`config.mk`:
```
export PLATFORM = sky130hd
export DESIGN_NAME = uart_receiver
export DESIGN_NICKNAME = d
export VERILOG_FILES = /design/src/rtl/uart_pkg.sv /design/src/rtl/sync_2ff.sv /design/src/rtl/uart_receiver.sv
export SDC_FILE = /design/constraint.sdc
export NUM_CORES = 1
export LEC_CHECK = 0
export ABC_AREA = 1
export BUFFER_PORTS_ARGS = -buffer_cell sky130_fd_sc_hd__buf_2
export CAP_MARGIN = 5
export CORE_ASPECT_RATIO = 1.1
export CORE_MARGIN = 2
export CORE_UTILIZATION = 50
export CTS_CLUSTER_DIAMETER = 30
export DETAILED_ROUTE_END_ITERATION = 8
export HOLD_SLACK_MARGIN = 0.15
export PLACE_DENSITY = 0.7
export SYNTH_ARGS = -nofsm -noshare
export SYNTH_HDL_FRONTEND = slang
export SYNTH_HIERARCHICAL = 1
export SYNTH_SLANG_ARGS = --single-unit
```
`constraint.sdc`:
```
create_clock -name rx_clk -period 3 [get_ports rx_clk]
set_input_delay 0.6 -clock rx_clk [delete_from_list [all_inputs] [get_ports rx_clk]]
set_output_delay 0.6 -clock rx_clk [all_outputs]
set_load 0.02 [all_outputs]
```
`src/rtl/uart_pkg.sv`:
```
// rtl/uart_pkg.sv - shared UART frame constants and receiver state encoding
package uart_pkg;

   // Frame format shared by the transmitter and the receiver
   localparam int   DATA_BITS = 8;
   localparam logic START_BIT = 1'b0;
   localparam logic STOP_BIT  = 1'b1;

   // Receiver FSM states
   typedef enum logic [2:0] {
      RX_IDLE    = 3'd0,
      RX_START   = 3'd1,
      RX_DATA    = 3'd2,
      RX_STOP    = 3'd3,
      RX_RECOVER = 3'd4
   } rx_state_t;

endpackage

```
`src/rtl/sync_2ff.sv`:
```
// rtl/sync_2ff.sv - two-flop synchroniser for an asynchronous single-bit input
module sync_2ff #(
   parameter logic RESET_VAL = 1'b1
) (
   input  logic clk,
   input  logic rst_n,
   input  logic d,
   output logic q
);

   logic meta;

   // First flop may go metastable; second flop gives it a full cycle to settle
   always_ff @(posedge clk or negedge rst_n) begin
      if (!rst_n) begin
         meta <= RESET_VAL;
         q    <= RESET_VAL;
      end else begin
         meta <= d;
         q    <= meta;
      end
   end

endmodule

```
`src/rtl/uart_receiver.sv`:
```
// rtl/uart_receiver.sv - oversampling UART receiver feeding an RX FIFO
module uart_receiver
   import uart_pkg::*;
#(
   parameter int OVERSAMPLE = 16,
   parameter int DATA_BITS  = uart_pkg::DATA_BITS
) (
   input  logic                 rx_clk,
   input  logic                 rst_n,
   input  logic                 rx,
   input  logic                 fifo_full,
   output logic [DATA_BITS-1:0] data_out,
   output logic                 wr_EN,
   output logic                 frame_err,
   output logic                 overrun_err
);

   localparam int CNT_W = $clog2(OVERSAMPLE);
   localparam int IDX_W = (DATA_BITS > 1) ? $clog2(DATA_BITS) : 1;

   // Mid-start-bit sample point and end-of-bit sample point
   localparam logic [CNT_W-1:0] HALF_LAST = CNT_W'(OVERSAMPLE / 2 - 1);
   localparam logic [CNT_W-1:0] BIT_LAST  = CNT_W'(OVERSAMPLE - 1);
   localparam logic [IDX_W-1:0] IDX_LAST  = IDX_W'(DATA_BITS - 1);

   logic                 rx_s;

   rx_state_t            state_q, state_d;
   logic [CNT_W-1:0]     cnt_q, cnt_d;
   logic [IDX_W-1:0]     bit_idx_q, bit_idx_d;
   logic [DATA_BITS-1:0] shift_q, shift_d;
   logic [DATA_BITS-1:0] data_q, data_d;
   logic                 wr_q, wr_d;
   logic                 fe_q, fe_d;
   logic                 ov_q, ov_d;

   sync_2ff #(
      .RESET_VAL (1'b1)
   ) u_rx_sync (
      .clk   (rx_clk),
      .rst_n (rst_n),
      .d     (rx),
      .q     (rx_s)
   );

   // State, counters, shift register and output registers
   always_ff @(posedge rx_clk or negedge rst_n) begin
      if (!rst_n) begin
         state_q   <= RX_IDLE;
         cnt_q     <= '0;
         bit_idx_q <= '0;
         shift_q   <= '0;
         data_q    <= '0;
         wr_q      <= 1'b0;
         fe_q      <= 1'b0;
         ov_q      <= 1'b0;
      end else begin
         state_q   <= state_d;
         cnt_q     <= cnt_d;
         bit_idx_q <= bit_idx_d;
         shift_q   <= shift_d;
         data_q    <= data_d;
         wr_q      <= wr_d;
         fe_q      <= fe_d;
         ov_q      <= ov_d;
      end
   end

   // Next-state and datapath decisions; everything is judged on rx_s only
   always_comb begin
      state_d   = state_q;
      cnt_d     = cnt_q;
      bit_idx_d = bit_idx_q;
      shift_d   = shift_q;
      data_d    = data_q;
      wr_d      = 1'b0;
      fe_d      = 1'b0;
      ov_d      = 1'b0;

      case (state_q)
         RX_IDLE: begin
            if (rx_s == START_BIT) begin
               state_d = RX_START;
               cnt_d   = '0;
            end
         end

         RX_START: begin
            cnt_d = cnt_q + 1'b1;
            if (cnt_q == HALF_LAST) begin
               if (rx_s == START_BIT) begin
                  // Start bit confirmed at its midpoint; data sampling is now bit-centred
                  state_d   = RX_DATA;
                  cnt_d     = '0;
                  bit_idx_d = '0;
               end else begin
                  // Low pulse shorter than half a bit: treat as line noise
                  state_d = RX_IDLE;
               end
            end
         end

         RX_DATA: begin
            cnt_d = cnt_q + 1'b1;
            if (cnt_q == BIT_LAST) begin
               cnt_d     = '0;
               shift_d   = {rx_s, shift_q[DATA_BITS-1:1]};
               bit_idx_d = bit_idx_q + 1'b1;
               if (bit_idx_q == IDX_LAST) begin
                  state_d = RX_STOP;
               end
            end
         end

         RX_STOP: begin
            cnt_d = cnt_q + 1'b1;
            if (cnt_q == BIT_LAST) begin
               cnt_d = '0;
               if (rx_s == STOP_BIT) begin
                  // Re-arm early so a start bit directly after the stop bit is caught
                  state_d = RX_IDLE;
                  if (fifo_full) begin
                     ov_d = 1'b1;
                  end else begin
                     data_d = shift_q;
                     wr_d   = 1'b1;
                  end
               end else begin
                  fe_d    = 1'b1;
                  state_d = RX_RECOVER;
               end
            end
         end

         RX_RECOVER: begin
            // A break keeps the line low; wait for it to return high before re-arming
            if (rx_s == STOP_BIT) begin
               state_d = RX_IDLE;
            end
         end

         default: begin
            state_d = RX_IDLE;
         end
      endcase
   end

   assign data_out    = data_q;
   assign wr_EN       = wr_q;
   assign frame_err   = fe_q;
   assign overrun_err = ov_q;

endmodule

```
==> impl_metrics.yaml <==
floorplanning:
  ioPinCount: 15
  die_height_um: 59.7
  rows: 20
  die_area_mm2: 0.00327
  fp.coreArea_mm2: 0.00273
  die-width_um: 54.7
  initial_core_util_pct: 51.8
timing:
  skew_ps: 10.9
  fmax_mhz: 673
  setup_viol: 0
  rsz0062_at_grt: "no"
  finalSetupTns_ps: 0
  tightest_slew_ps: 682
  period_share_pct: 49.5
  whs_ps: 300
  layout_min_cycle_time_ps: 1480
  max-slew-margin-rel_pct: 54.5
  hold_violations: 0
  report.final.slew_viol_count: 0
synthesis:
  synth_flop_cell: "dfrtp_1"
  ys_ff_latch: 31
  synth_common_cells: "nand2_1, dfrtp_1, inv_1"
  yosysMostFrequentCell: "nand2_1"
  yosysTopAreaCell: "dfrtp_1"
  async_flop_share_pct: 100
  ys_types: 24
  ys_seq_area_share_pct: 55.1
  synth-warning-count: 6
  yosys.area.top_type_share_pct: 51.4
  synth_edf_count: 0
  synth_area_leaders: "dfrtp_1, nand2_1, inv_1"
  avgSynthCellArea_um2: 9.00
  syn_area_mm2: 0.00141
  synthCells: 157
  syn-num-nets: 164
drt:
  vias: 1062
  drtIter0Drc: 25
  via_per_inst: 5.06
  ant_nets: 0
  postRouteWirelength_um: 2490
  drc: 0
  wl_per_cell_um: 11.9
  dr.pass1.iters: 4
clock_tree:
  path_clk_slew_ps: 100
  cts.sinks: 31
  cts_hold_buf: 0
  post_cts_buffers: 0
  cts_buffers: 5
  cts-root-buf: "clkbuf_4"
  h-tree-depth: 2
  cts_resized: 0
  cts_tree: "yes"
  clk_latency_ps: 320
  clockBufferDepth: 2
worst_setup_path:
  cp_max_fo: 17
  cp_slowest_stage_delay_ps: 380
  end_kind: "register"
  crit_type: "register to register"
  crit_slowest_cell: "dfrtp_1"
  worstPathArrival_ps: 1740
  cp.required_ps: 3260
  crit_path_cell_trace: "ha_1 -> nand3_2 -> nor2_4 -> inv_2 -> or2_0 -> nand2_1"
  startpoint_type: "register"
  startpoint: "cnt_q[0]$_DFFE_PN0P_"
  r2r-start: "cnt_q[0]$_DFFE_PN0P_"
min_path:
  hold_path.class: "primary input to asynchronous set/reset pin"
layout:
  fin_cells: 210
  antennaDiodeCount: 0
  finalInstanceArea_mm2: 0.00159
  drive_gt1_share_pct: 23.2
  ff_latch_area_um2: 778
  fillers: 245
  area_growth_pct: 12.7
  multiInputGateArea_um2: 537
  nNetsFinal: 183
  fin_util_pct: 58.3
place:
  placed_area_mm2: 0.00151
  placed_cells: 202
  port_buffers: 14
  dp_hpwl_um: 1790
  gp_congestion: 0.732
flow_run:
  maxCapViolations: 0
power_and_ir_drop:
  power_density_mw_per_mm2: 695
  leakage_nw: 0.833
  vdd_ir_drop_max_uv: 419
global_routing:
  grt_pass1_vias: 1018
  grt_use_total_pct: 19.3
  antenna_found_initial: 0
  grt_max_degree: 32
  grt_overflow: 0
  grt_pass1_wl_um: 4400
status:
  status: "completed"
==> cell usage in the layout, fill, tap and decap left out <==
cell type,instances
buf_2,14
inv_1,19
o22ai_1,1
inv_2,2
bufinv_16,1
nand2_2,2
o211ai_1,1
nand2_1,45
nor3b_1,1
o21ai_1,1
clkbuf_8,1
nor2_2,1
dfstp_2,2
nand3_2,1
o21ai_0,8
nand4_1,2
nor2_4,3
nand3_4,1
or2_0,1
clkinv_2,1
clkbuf_4,5
ha_1,3
nor2_1,17
o21ai_2,7
a21oi_1,1
nand3_1,7
dfrtp_1,29
==> flip-flops by register name, summed over array words and instances, names as in the netlist <==
signal	cells
bit_idx_q	3
cnt_q	4
data_out	8
frame_err	1
overrun_err	1
shift_q	8
state_q	3
u_rx_sync/meta	1
u_rx_sync/q	1
wr_EN	1
==> area by class of cell <==
cell class                 count  area share (%)
clock buffer                   6            3.22
multi-input combinational    103            33.7
tap                           33            2.59
inverter                      21            4.95
timing repair buffer          14            4.40
sequential                    31            48.9
clock inverter                 2            2.20
==> kinds of logic (layout without fill, tap and decap cells) <==
family          Yosys count  in the layout  share of synthesized area [%]
compound gates           19             19                           8.86
fa+ha+maj                 3              3                           2.66
buf+inv                  23             43                           6.91
flops                    31             31                           55.1
simple gates             81             81                           26.5
==> worst max-delay path: cells and delay by family (launching register included) <==
| family | cells | cell delay, ps |
|---|---|---|
| buf+inv | 1 | 70 |
| flops | 1 | 380 |
| fa+ha+maj | 1 | 240 |
| simple gates | 4 | 730 |
==> metrics by stage <==
| step | total power [mW] | worst slack [ps] |
|---|---|---|
| 2_1_floorplan | 0.715 | 1730 |
| 3_3_place_gp | 0.761 | 1580 |
| 3_5_place_dp | 0.776 | 1540 |
| 4_1_cts | 1.12 | 1500 |
| 5_1_grt | 1.18 | 1370 |
| 6_report | 1.11 | 1520 |
==> per-layer routing <==
layer  part of all wire (%)  wire (µm)  track usage (%)
met4                    1.6         40             8.57
met3                    3.9         98             6.75
met1                     43       1070             22.1
met5                      0          0                0
met2                     51       1280             32.0
==> power breakdown <==
group,internal [mW],switching [mW]
registers,0.458,0.0448
logic,0.0914,0.171
clock network,0.197,0.144
==> path summary, 6_finish.rpt <==
kind / endpoint / slack [ps] / depth (start not counted)
worst max-delay path: bit_idx_q[0]$_DFFE_PN0P_ / 1520 / 6
worst min-delay path: frame_err$_DFF_PN0_ / 300 / 1
worst max register to register: bit_idx_q[0]$_DFFE_PN0P_ / 1520 / 6
worst min register to register: u_rx_sync/q$_DFF_PN1_ / 360 / 0
max in group asynchronous: bit_idx_q[0]$_DFFE_PN0P_ / 2250 / 1
min in group rx_clk: u_rx_sync/meta$_DFF_PN1_ / 360 / 1
(Power assumes the default switching activity.)
